`config.mk`:
```
export PLATFORM = sky130hd
export DESIGN_NAME = pipelined_adder_sub
export DESIGN_NICKNAME = d
export VERILOG_FILES = /design/src/rtl/pipelined_adder_sub.sv
export SDC_FILE = /design/constraint.sdc
export NUM_CORES = 1
export LEC_CHECK = 0
export BUFFER_PORTS_ARGS = -buffer_cell sky130_fd_sc_hd__clkbuf_2
export CAP_MARGIN = 30
export CORE_AREA = 5 5 64 66
export DETAILED_ROUTE_END_ITERATION = 8
export DIE_AREA = 0 0 69 71
export GPL_TIMING_DRIVEN = 0
export PLACE_DENSITY = 0.63
export SYNTH_ARGS = -nofsm -noshare
export SYNTH_HDL_FRONTEND = slang
export SYNTH_SLANG_ARGS = --single-unit
```
`constraint.sdc`:
```
create_clock -name CLK -period 1.9 [get_ports CLK]
set_input_delay 0.095 -clock CLK [delete_from_list [all_inputs] [get_ports CLK]]
set_output_delay 0.095 -clock CLK [all_outputs]
set_load 0.05 [all_outputs]
```
`src/rtl/pipelined_adder_sub.sv`:
```
// Pipelined WIDTH-bit adder/subtractor, CHUNK bits per stage, valid/ready on both sides.
// Optional signed-overflow output OVF is enabled by defining ADDER_OVF_EN.
module pipelined_adder_sub #(
  parameter int WIDTH = 6,
  parameter int CHUNK = 2
) (
  input  logic             CLK,
  input  logic             RST_N,
  input  logic             IN_VALID,
  output logic             IN_READY,
  input  logic [WIDTH-1:0] X,
  input  logic [WIDTH-1:0] Y,
  input  logic             CARRY_IN,
  input  logic             SUB,
  output logic             OUT_VALID,
  input  logic             OUT_READY,
  output logic [WIDTH-1:0] SUM,
  output logic             CARRY_OUT
`ifdef ADDER_OVF_EN
  ,
  output logic             OVF
`endif
);

  localparam int STAGES = (WIDTH + CHUNK - 1) / CHUNK;

  logic stall;

  for (genvar k = 0; k < STAGES; k++) begin : g_st
    localparam int LO = k * CHUNK;
    localparam int HI = (LO + CHUNK > WIDTH) ? WIDTH : LO + CHUNK;
    localparam logic [WIDTH:0] ONE = {{WIDTH{1'b0}}, 1'b1};
    localparam logic [WIDTH:0] SPAN = (ONE << HI) - (ONE << LO);
    localparam logic [WIDTH-1:0] MASK = SPAN[WIDTH-1:0];

    logic             v_src;
    logic             c_src;
    logic [WIDTH-1:0] a_src;
    logic [WIDTH-1:0] b_src;
    logic [WIDTH-1:0] s_src;
    logic [WIDTH:0]   t;
    logic [WIDTH-1:0] s_next;
    logic             v_q;
    logic             c_q;
    logic [WIDTH-1:0] s_q;

    if (k == 0) begin : g_in
      assign v_src = IN_VALID;
      assign a_src = X;
      assign b_src = SUB ? ~Y : Y;
      assign s_src = '0;
      assign c_src = SUB | CARRY_IN;
    end else begin : g_in
      assign v_src = g_st[k-1].v_q;
      assign a_src = g_st[k-1].g_fwd.a_q;
      assign b_src = g_st[k-1].g_fwd.b_q;
      assign s_src = g_st[k-1].s_q;
      assign c_src = g_st[k-1].c_q;
    end

    // Full-width add of the masked chunk; the chunk carry lands exactly at bit HI.
    assign t      = {1'b0, a_src & MASK} + {1'b0, b_src & MASK} + ({{WIDTH{1'b0}}, c_src} << LO);
    assign s_next = (s_src & ~MASK) | (t[WIDTH-1:0] & MASK);

    always_ff @(posedge CLK or negedge RST_N) begin
      if (!RST_N) begin
        v_q <= 1'b0;
        s_q <= '0;
        c_q <= 1'b0;
      end else if (!stall) begin
        v_q <= v_src;
        s_q <= s_next;
        c_q <= |(t >> HI);
      end
    end

    // Operands only need to travel on to stages that still have chunks to add.
    if (k < STAGES - 1) begin : g_fwd
      logic [WIDTH-1:0] a_q;
      logic [WIDTH-1:0] b_q;

      always_ff @(posedge CLK or negedge RST_N) begin
        if (!RST_N) begin
          a_q <= '0;
          b_q <= '0;
        end else if (!stall) begin
          a_q <= a_src;
          b_q <= b_src;
        end
      end
    end
  end

  assign OUT_VALID = g_st[STAGES-1].v_q;
  assign SUM       = g_st[STAGES-1].s_q;
  assign CARRY_OUT = g_st[STAGES-1].c_q;
  assign stall     = OUT_VALID && !OUT_READY;
  assign IN_READY  = !stall;

`ifdef ADDER_OVF_EN
  logic ovf_next;

  assign ovf_next = (g_st[STAGES-1].a_src[WIDTH-1] == g_st[STAGES-1].b_src[WIDTH-1]) &&
                    (g_st[STAGES-1].s_next[WIDTH-1] != g_st[STAGES-1].a_src[WIDTH-1]);

  always_ff @(posedge CLK or negedge RST_N) begin
    if (!RST_N) begin
      OVF <= 1'b0;
    end else if (!stall) begin
      OVF <= ovf_next;
    end
  end
`endif

endmodule
```
==> reports/results.txt, run 1 <==
Seq. cell area - 751 sq um
Port Buffer Count - 25
CTS tree - yes
Cells after Synth - 96
Die Wd - 69 um
final wirelength - 2560 um
Reg-to-Reg End - g_st[1].s_q[3]
RD Place Congestion - 0.776
Area growth syn-to-layout - 21.1%
CTS Buf Count - 5
met3 wire length - 173 um
largest net degree at the start of global routing - 31
Worst-path clk slew - 0.09 ns
1st-iter DRT viols - 20
CTS root buffer - clkbuf_4
first-pass GRT wire length - 4340 um
via count - 852
Fin. Hold Viols - 0
final worst path period share - 83.7%
Worst-Skew Late Latency - 0.34 ns
post-CTS setup buffer count - 0
Clock Path Buffers - 2
Hold Crit Start - Y[3]
CP startpoint kind - flop
Die Span Y - 71 um
minimum clock period - 1.59 ns
core area - 3520 sq um
worst setup margin - 0.309 ns
Crit. Startpoint - OUT_VALID
final-stage net count - 158
FF-to-FF Start - g_st[0].c_q
Top Ports - 27
Syn. warnings - 0
met2 routed WL - 1180 um
hold path depth - 3
wl on met1 - 1150 um
dpl ws - 0.146 ns
Antenna Nets Post-Route - 0
post-DP HPWL - 1810 um
Min-Delay Endpoint - g_st[0].g_fwd.b_q[3]
post-synthesis instance area - 1450 sq um
Arr. time, crit path - 1.50 ns
Multi-input gate area - 598 sq um
RSZ-0062 raised after global routing - no
Initial Util - 41.1%
initial antenna violation count - 0
P_leak - 0.000884 uW
status - completed
Max-Cap Viols - 0
Pwr Density - 1400 nW/um^2
R2R cell count - 4
overflow left after global routing - 0
clock skew - 0.0154 ns
wire per inst - 14.0 um
synthesis-stage register bit count - 30
Setup violations, final - 0
cell area after layout - 1750 sq um
Syn Area/Cell - 15.1 sq um
Setup crit end kind - output port
Setup TNS Final - 0 ns
Row Count - 22
diode count - 0
kind of critical path - flop to output port
clk sinks - 30
min-delay worst type - input pin to flop
reg2reg setup slack - 0.40 ns
H-tree Lvls - 2
max-slew violations - 0
slew margin rel. - 51.0%
Tot GR Track Use - 11.9%
Tot Pwr - 2450 uW
Post-Synthesis Net Count - 120
worst-path fanout max - 10
Post-DP Area - 1630 sq um
Max IR drop VDD - 0.826 mV
Avg Vias per Cell - 4.66
First-pass DRT Iterations - 3
CP required - 1.80 ns
Seq/Total Area, Yosys - 51.9%
layout cells sized above 1 - 42.2%
area of the die - 4900 sq um
Fillers - 347
Top Metal Used - met4
fmax - 629 MHz
vias in the first global route - 873
distinct cell type count after synthesis - 16
Residual DRC - 0
Worst Tran Pin Value - 0.735 ns
## worst max-delay path, cell delays in order, from the launching register on
cell and delay, ns:
dfrtp_1 0.49, nand2b_4 0.16, buf_4 0.21, clkbuf_2 0.30
## repair_timing
item	in CTS	in global routing
endpoints found under the hold margin	35	0
resized for setup	0	0
hold buffers	6	0
## worst max path at each step
stage,to,slack (ns),depth (start not counted)
3_5_place_dp,g_st[0].s_q[1],0.15,6
6_report,IN_READY,0.31,3
4_1_cts,IN_READY,0.28,3
3_3_place_gp,g_st[0].s_q[1],0.19,6
5_1_grt,IN_READY,0.21,3
2_1_floorplan,g_st[0].s_q[1],0.28,6
## sequential cells by signal, indices dropped and copies added, names as in the netlist
register,flops
CARRY_OUT,1
OUT_VALID,1
SUM,6
g_st.c_q,2
g_st.g_fwd.a_q,6
g_st.g_fwd.b_q,6
g_st.s_q,6
g_st.v_q,2
## synthesized netlist by cell type
cell type	count	area (sq um)
xor2_1	3	26.3
buf_4	1	7.51
nand2b_1	1	6.26
fa_1	6	120
buf_12	2	40.0
nor3b_1	6	45.0
xnor2_1	3	26.3
nand2b_4	1	13.8
nor2_1	1	3.75
dfrtp_1	30	751
buf_2	1	5.00
mux2_2	1	11.3
inv_1	12	45.0
mux2i_1	3	30.0
a21oi_1	6	30.0
mux2_4	19	285
## power breakdown
group / switching (uW) / leakage (uW) / internal, uW
logic: 587 / 0.000504 / 450
clock network: 221 / 0.0000353 / 179
registers: 142 / 0.000344 / 870
## cell usage in the layout, fill, tap and decap left out, drive strengths merged
cell,count
buf,4
xnor2,3
inv,12
mux2,20
a21oi,6
dfrtp,30
clkbuf,32
nor2,1
fa,6
mux2i,3
dlygate4sd3,6
nand2b,2
nor3b,6
clkinv,1
xor2,3
## per-stage QoR
| step | instances | util, % | hold slack [ns] |
|---|---|---|---|
| 2_1_floorplan | 96 | - | -0.201 |
| 3_3_place_gp | 169 | 46.3 | 0.185 |
| 3_5_place_dp | 169 | 46.3 | 0.191 |
| 4_1_cts | 183 | 49.7 | 0.0394 |
| 5_1_grt | 183 | 49.7 | 0.0449 |
| 6_report | 183 | 49.7 | 0.0516 |
## metal layers
layer  vias up  track usage [%]
li1        389                -
met1       432             14.9
met2        25             16.7
met3         6             6.39
met4         0             5.86
met5         -                0
## logic make-up (layout without fill, tap and decap cells)
group	after synthesis	after routing	share of synthesized area [%]
AOI/OAI and AO/OA	6	6	2.08
adders and majority gates	6	6	8.30
DFF	30	30	51.9
buffers and inverters	16	55	6.75
xor gates and xnor gates	6	6	3.63
and+or+nand+nor	9	9	4.76
muxes	23	23	22.6
## cell type report
cell class                      count  share of cell area [%]
Sequential cell                    30                    42.9
Multi-Input combinational cell     50                    34.1
Timing Repair Buffer               31                    10.6
Tap cell                           48                    3.43
Clock buffer                        7                    3.14
Buffer                              4                    3.00
Inverter                           12                    2.57
Clock inverter                      1                   0.286
Power figures use the tool's default switching activity.
==> run 2: changes to the inputs <==
--- a/config.mk
+++ b/config.mk
@@ -5,13 +5,14 @@
 export SDC_FILE = /design/constraint.sdc
 export NUM_CORES = 1
 export LEC_CHECK = 0
+export ABC_AREA = 1
 export BUFFER_PORTS_ARGS = -buffer_cell sky130_fd_sc_hd__clkbuf_2
 export CAP_MARGIN = 30
-export CORE_AREA = 5 5 64 66
+export CORE_AREA = 5 5 62 64
 export DETAILED_ROUTE_END_ITERATION = 8
-export DIE_AREA = 0 0 69 71
+export DIE_AREA = 0 0 67 69
 export GPL_TIMING_DRIVEN = 0
-export PLACE_DENSITY = 0.63
+export PLACE_DENSITY = 0.67
 export SYNTH_ARGS = -nofsm -noshare
 export SYNTH_HDL_FRONTEND = slang
 export SYNTH_SLANG_ARGS = --single-unit
==> constraint.sdc (replaced) <==
create_clock -name CLK -period 1.4 [get_ports CLK]
set_input_delay 0.07 -clock CLK [delete_from_list [all_inputs] [get_ports CLK]]
set_output_delay 0.07 -clock CLK [all_outputs]
set_load 0.05 [all_outputs]
==> run 2 against run 1 <==
  * The flow now finishes with violations (negative setup slack)
  * Global-route usage rose by 0.79 points
  * Sequential power increased by 34%
  * Wire length is 1.0% lower
  * Cell count grew 27%
  * Combinational power grew 26%
  * Highest routed layer unchanged
==> reports/results.txt, run 2 <==
status - finished with violations
failing checks - negative setup slack
Area growth syn-to-layout - 23.3%
Cells after Synth - 149
final wirelength - 2530 um
post-synthesis xor/xnor area fraction - 1.29%
mux share of post-synthesis cell area - 0%
Worst-path clk slew - 0.08 ns
Syn Area/Cell - 9.12 sq um
CTS root buffer - clkbuf_4
max-slew violations - 0
Seq. cell area - 751 sq um
Fin. Hold Viols - 0
Seq/Total Area, Yosys - 55.2%
Top Family by Delay on Critical Path - adder cells
Multi-input gate area - 502 sq um
placed cell count - 220
wire per inst - 10.9 um
Top Ports - 27
Setup crit end kind - flop
simple-gate portion of the synthesized area - 19.4%
Final Non-Filler Cells - 233
cell area after layout - 1680 sq um
distinct cell type count after synthesis - 14
core area - 3230 sq um
Row Count - 21
Post-Synthesis Net Count - 173
Clock Path Buffers - 2
Max IR drop VDD - 0.441 mV
Arr. time, crit path - 1.66 ns
CP startpoint kind - flop
area of the die - 4620 sq um
minimum clock period - 1.44 ns
commonest non-fill, non-tap cells in the layout - nand2_1, dfrtp_1, clkbuf_2
final-stage net count - 211
Port Buffer Count - 25
layout cells sized above 1 - 24.6%
crit-path max cell delay - 0.48 ns
via count - 1017
share of Yosys cell area claimed by the top area cell type - 55.2%
reg2reg setup slack - -0.04 ns
vias in the first global route - 1016
top-count cell post-synth - nand2_1
Residual DRC - 0
Setup violations, final - 2
Worst Tran Pin Value - 0.709 ns
post-DP HPWL - 1800 um
clock skew - 0.00885 ns
worst-path fanout max - 2
Max-Cap Viols - 0
overflow left after global routing - 0
Buf+Inv Stages, Crit Path - 1
Area contributors post-synth - dfrtp_1, nand2_1, fa_1, o21ai_0, inv_1
min-delay worst type - input pin to flop
initial antenna violation count - 0
1st-iter DRT viols - 54
Pwr Density - 1860 nW/um^2
Post-DP Area - 1560 sq um
Antenna Nets Post-Route - 0
Avg Vias per Cell - 4.36
Compound-Gate Fraction of Synth Area - 6.26%
first-pass GRT wire length - 4480 um
post-synthesis instance area - 1360 sq um
Tot GR Track Use - 12.7%
fin util - 51.8%
kind of critical path - flop to flop
ys async rst share - 100%
diode count - 0
Initial Util - 42.0%
Synth Area in Adders - 8.84%
clk sinks - 30
Die Wd - 67 um
final worst path period share - 103%
H-tree Lvls - 2
largest net degree at the start of global routing - 31
Fillers - 307
Hold WS - 0.0242 ns
CP cell instances - inv_2, fa_2, fa_1, o21ai_1
slew margin rel. - 52.7%
worst setup margin - -0.0353 ns
Post-synth EDFFs - 0
RSZ-0062 raised after global routing - yes
critical path's slowest cell - fa_1
CTS Buf Count - 5
most frequent cells after synthesis - nand2_1, dfrtp_1, inv_1
P_leak - 0.000895 uW
First-pass DRT Iterations - 5
Syn. warnings - 0
RD Place Congestion - 0.741
leading cell type in the layout, fill and taps excluded - nand2_1
fmax - 697 MHz
CP required - 1.62 ns
leading area contributor after synthesis - dfrtp_1
Top FF cell, synth - dfrtp_1
synthesis-stage register bit count - 30
largest family of logic cells by synthesized area - simple AND/OR/NAND/NOR gates
CTS tree - yes
Die Span Y - 69 um
Worst-Skew Late Latency - 0.33 ns
-- run 2: cell types whose count changed in the layout (fill, tap and decap cells not counted), sizes merged, moves of 3 or more --
| cell | before | now |
|---|---|---|
| mux2 | 20 | 0 |
| inv | 12 | 21 |
| a21oi | 6 | 0 |
| o21ai | 0 | 17 |
| nand2 | 0 | 63 |
| mux2i | 3 | 0 |
| nor3b | 6 | 0 |
-- run 2: layout make-up --
| cell class | instances | area share (%) |
|---|---|---|
| tap | 46 | 3.44 |
| inverter | 21 | 4.70 |
| timing repair buffer | 32 | 12.0 |
| sequential | 30 | 44.8 |
| buffer | 5 | 2.39 |
| clock buffer | 7 | 2.69 |
| multi-input combinational | 92 | 29.9 |
-- run 2: cells by family after synthesis --
group                    after synthesis
flip-flops                            30
AO/OA/AOI/OAI                         17
buffers and inverters                 27
XOR/XNOR                               2
AND/OR/NAND/NOR                       67
adder cells (fa/ha/maj)                6
-- run 2: path summary, 6_finish.rpt --
check	from	end	cells past startpoint
hold reg to reg	g_st[1].v_q	OUT_VALID	2
min in group asynchronous	RST_N	OUT_VALID	2
setup / recovery	g_st[0].g_fwd.b_q[2]	g_st[1].s_q[3]	4
max in group asynchronous	RST_N	g_st[0].g_fwd.a_q[3]	2
hold / removal	Y[5]	g_st[0].g_fwd.b_q[5]	4
setup reg to reg	g_st[0].g_fwd.b_q[2]	g_st[1].s_q[3]	4
-- run 2: layer usage --
metal | GRT usage [%] | up-vias | wire [um]
met5 | 0 | - | 0
met4 | 8.11 | 0 | 67
met3 | 3.57 | 8 | 143
met2 | 18.4 | 28 | 1190
met1 | 16.3 | 460 | 1140
li1 | - | 521 | -
-- run 2: through the flow --
| stage | total power [uW] | setup WS, ns | TNS (ns) |
|---|---|---|---|
| 2_1_floorplan | 2310 | -0.0136 | -0.0136 |
| 3_3_place_gp | 2610 | -0.0457 | -0.118 |
| 3_5_place_dp | 2650 | -0.0591 | -0.150 |
| 4_1_cts | 3170 | -0.0311 | -0.0566 |
| 5_1_grt | 3360 | -0.0845 | -0.144 |
| 6_report | 3120 | -0.0353 | -0.0484 |
-- run 2: power breakdown --
part           switching (uW)  leakage, uW  internal, uW
clock network             272    0.0000254           189
registers                 157     0.000362          1190
logic                     907     0.000507           401
total                    1340     0.000895          1780
-- run 2: worst reg2reg max path: cells and delay by family, from the launching register on --
kind                     cells  cell delay, ns
adder cells (fa/ha/maj)      2            0.86
buffers and inverters        1            0.05
AO/OA/AOI/OAI                1            0.06
flip-flops                   1            0.36
-- run 2: timing repair --
item	4_1_cts	5_1_grt
setup buffers	1	0
hold endpoints to repair	35	0
hold buffers	6	0
setup endpoints to repair	3	4
pin swaps	1	2
resized for setup	6	2
==> run 3: changes to the inputs <==
--- a/config.mk
+++ b/config.mk
@@ -12,7 +12,7 @@
 export DETAILED_ROUTE_END_ITERATION = 8
 export DIE_AREA = 0 0 67 69
 export GPL_TIMING_DRIVEN = 0
-export PLACE_DENSITY = 0.67
+export PLACE_DENSITY = 0.64
 export SYNTH_ARGS = -nofsm -noshare
 export SYNTH_HDL_FRONTEND = slang
 export SYNTH_SLANG_ARGS = --single-unit
==> constraint.sdc (replaced) <==
create_clock -name CLK -period 1.8 [get_ports CLK]
set_input_delay 0.09 -clock CLK [delete_from_list [all_inputs] [get_ports CLK]]
set_output_delay 0.09 -clock CLK [all_outputs]
set_load 0.05 [all_outputs]
==> run 3 against run 2 <==
  * The run now ends clean
  * Cell count is the same
  * Non-clock buffer count stayed put
  * Sequential power down 23%
  * Sequential share of layout area is 0.78 points higher
  * Worst hold slack improved by 0.028 ns
  * Via count unchanged
  * Sequential cell count unchanged
  * Clock power down 22%
  * Clock skew down 0.0021 ns
  * Critical path type unchanged
  * Critical endpoint unchanged
==> reports/results.txt, run 3 (same netlist as run 2, synthesis figures left out) <==
R2R cell count - 4
Avg Vias per Cell - 4.36
Worst Tran Pin Value - 0.716 ns
via count - 1017
Die Wd - 67 um
First-pass DRT Iterations - 3
Pwr Density - 1460 nW/um^2
Fin. Hold Viols - 0
RD Place Congestion - 0.701
Hold Buf Count CTS - 6
Fillers - 336
cell mode on critical path - fa_1
post-DP HPWL - 1860 um
fmax - 655 MHz
Worst-path clk slew - 0.09 ns
Port Buffer Count - 25
final wirelength - 2560 um
Initial Util - 42.0%
Post-DP Area - 1540 sq um
Buf+Inv Stages, Crit Path - 1
Tot GR Track Use - 13.4%
1st-iter DRT viols - 44
Row Count - 21
slew margin rel. - 52.3%
hold path depth - 4
Residual DRC - 0
Clock Path Buffers - 2
CTS root buffer - clkbuf_4
area of the die - 4620 sq um
crit-path max cell delay - 0.49 ns
RSZ-0062 raised after global routing - no
clock skew - 0.00676 ns
max-slew violations - 0
Top Ports - 27
diode count - 0
Arr. time, crit path - 1.73 ns
vias in the first global route - 1061
layout cells sized above 1 - 20.9%
wire per inst - 11.0 um
final worst path period share - 84.8%
Setup TNS Final - 0 ns
Setup crit end kind - flop
Max-Cap Viols - 0
first-pass GRT wire length - 4720 um
CTS Buf Count - 5
leading cell type in the layout, fill and taps excluded - nand2_1
post-CTS sizing - 0
CP required - 2.00 ns
core area - 3230 sq um
Setup violations, final - 0
min-delay worst type - input pin to flop
Top Family by Delay on Critical Path - adder cells
Antenna Nets Post-Route - 0
commonest non-fill, non-tap cells in the layout - nand2_1, dfrtp_1, clkbuf_2
final-stage net count - 211
Critical Path Stages - 4
CTS tree - yes
minimum clock period - 1.53 ns
worst-path fanout max - 2
status - completed
Area growth syn-to-layout - 21.2%
initial antenna violation count - 0
H-tree Lvls - 2
largest net degree at the start of global routing - 31
overflow left after global routing - 0
P_leak - 0.000888 uW
kind of critical path - flop to flop
clk sinks - 30
CP cell instances - inv_1, fa_1, fa_1, o21ai_0
cell area after layout - 1650 sq um
Seq. cell area - 751 sq um
post-CTS setup buffer count - 0
CP startpoint kind - flop
Worst-Skew Late Latency - 0.32 ns
Die Span Y - 69 um
Max IR drop VDD - 0.406 mV
Multi-input gate area - 487 sq um
critical path's slowest cell - fa_1
run 3: changes by cell type in the layout (fill, tap and decap cells not counted):
cell,previous run,this run
buf_2,2,4
o21ai_1,3,0
inv_1,17,20
xnor2_1,0,1
o21ai_0,14,17
xnor2_2,1,0
clkbuf_2,24,25
fa_2,3,0
clkbuf_8,1,0
fa_1,3,6
inv_2,4,1
buf_4,2,0
run 3: stage by stage:
stage	hold WS, ns	utilization [%]	instances	setup slack [ns]	power (uW)
after floorplan	-0.206	-	149	0.331	1790
after global routing	0.0680	50.9	233	0.184	2600
after global placement	0.179	47.7	220	0.267	2020
after detailed placement	0.179	47.7	220	0.253	2060
final	0.0518	50.9	233	0.274	2400
after CTS	0.0418	50.9	233	0.261	2430
run 3: power breakdown:
group          leakage [uW]  internal, uW  switching, uW
Clock             0.0000254           147            213
Sequential         0.000362           927            113
Combinational      0.000500           292            705
run 3: worst register-to-register path: cells and delay by family, from the launching register on:
family / cells / cell delay, ns
adder cells (fa/ha/maj): 2 / 0.93
flip-flops: 1 / 0.33
AO/OA/AOI/OAI: 1 / 0.09
buffers and inverters: 1 / 0.06
run 3: layout make-up:
class,instances,area share (%)
flip-flops and latches,30,45.6
repair buffers,31,11.2
clock buffers,7,2.74
multi-input cells,92,29.6
plain buffers,6,2.58
well taps,46,3.50
inverters,21,4.79
run 3: path summary, 6_finish.rpt:
| check | end | startpoint | slack (ns) |
|---|---|---|---|
| setup / recovery | g_st[1].s_q[3] | g_st[0].c_q | 0.27 |
| hold / removal | g_st[0].g_fwd.b_q[4] | Y[4] | 0.05 |
| setup reg to reg | g_st[1].s_q[3] | g_st[0].c_q | 0.27 |
| hold reg to reg | OUT_VALID | g_st[1].v_q | 0.46 |
| max in group asynchronous | g_st[0].g_fwd.a_q[3] | RST_N | 0.98 |
| min in group asynchronous | SUM[2] | RST_N | 0.36 |
run 3: per-layer routing:
| layer | up-vias | routed length (um) | global-route usage [%] |
|---|---|---|---|
| met4 | 0 | 69 | 7.43 |
| met2 | 23 | 1210 | 20.7 |
| met3 | 5 | 127 | 4.06 |
| li1 | 517 | - | - |
| met1 | 472 | 1160 | 16.3 |
| met5 | - | 0 | 0 |
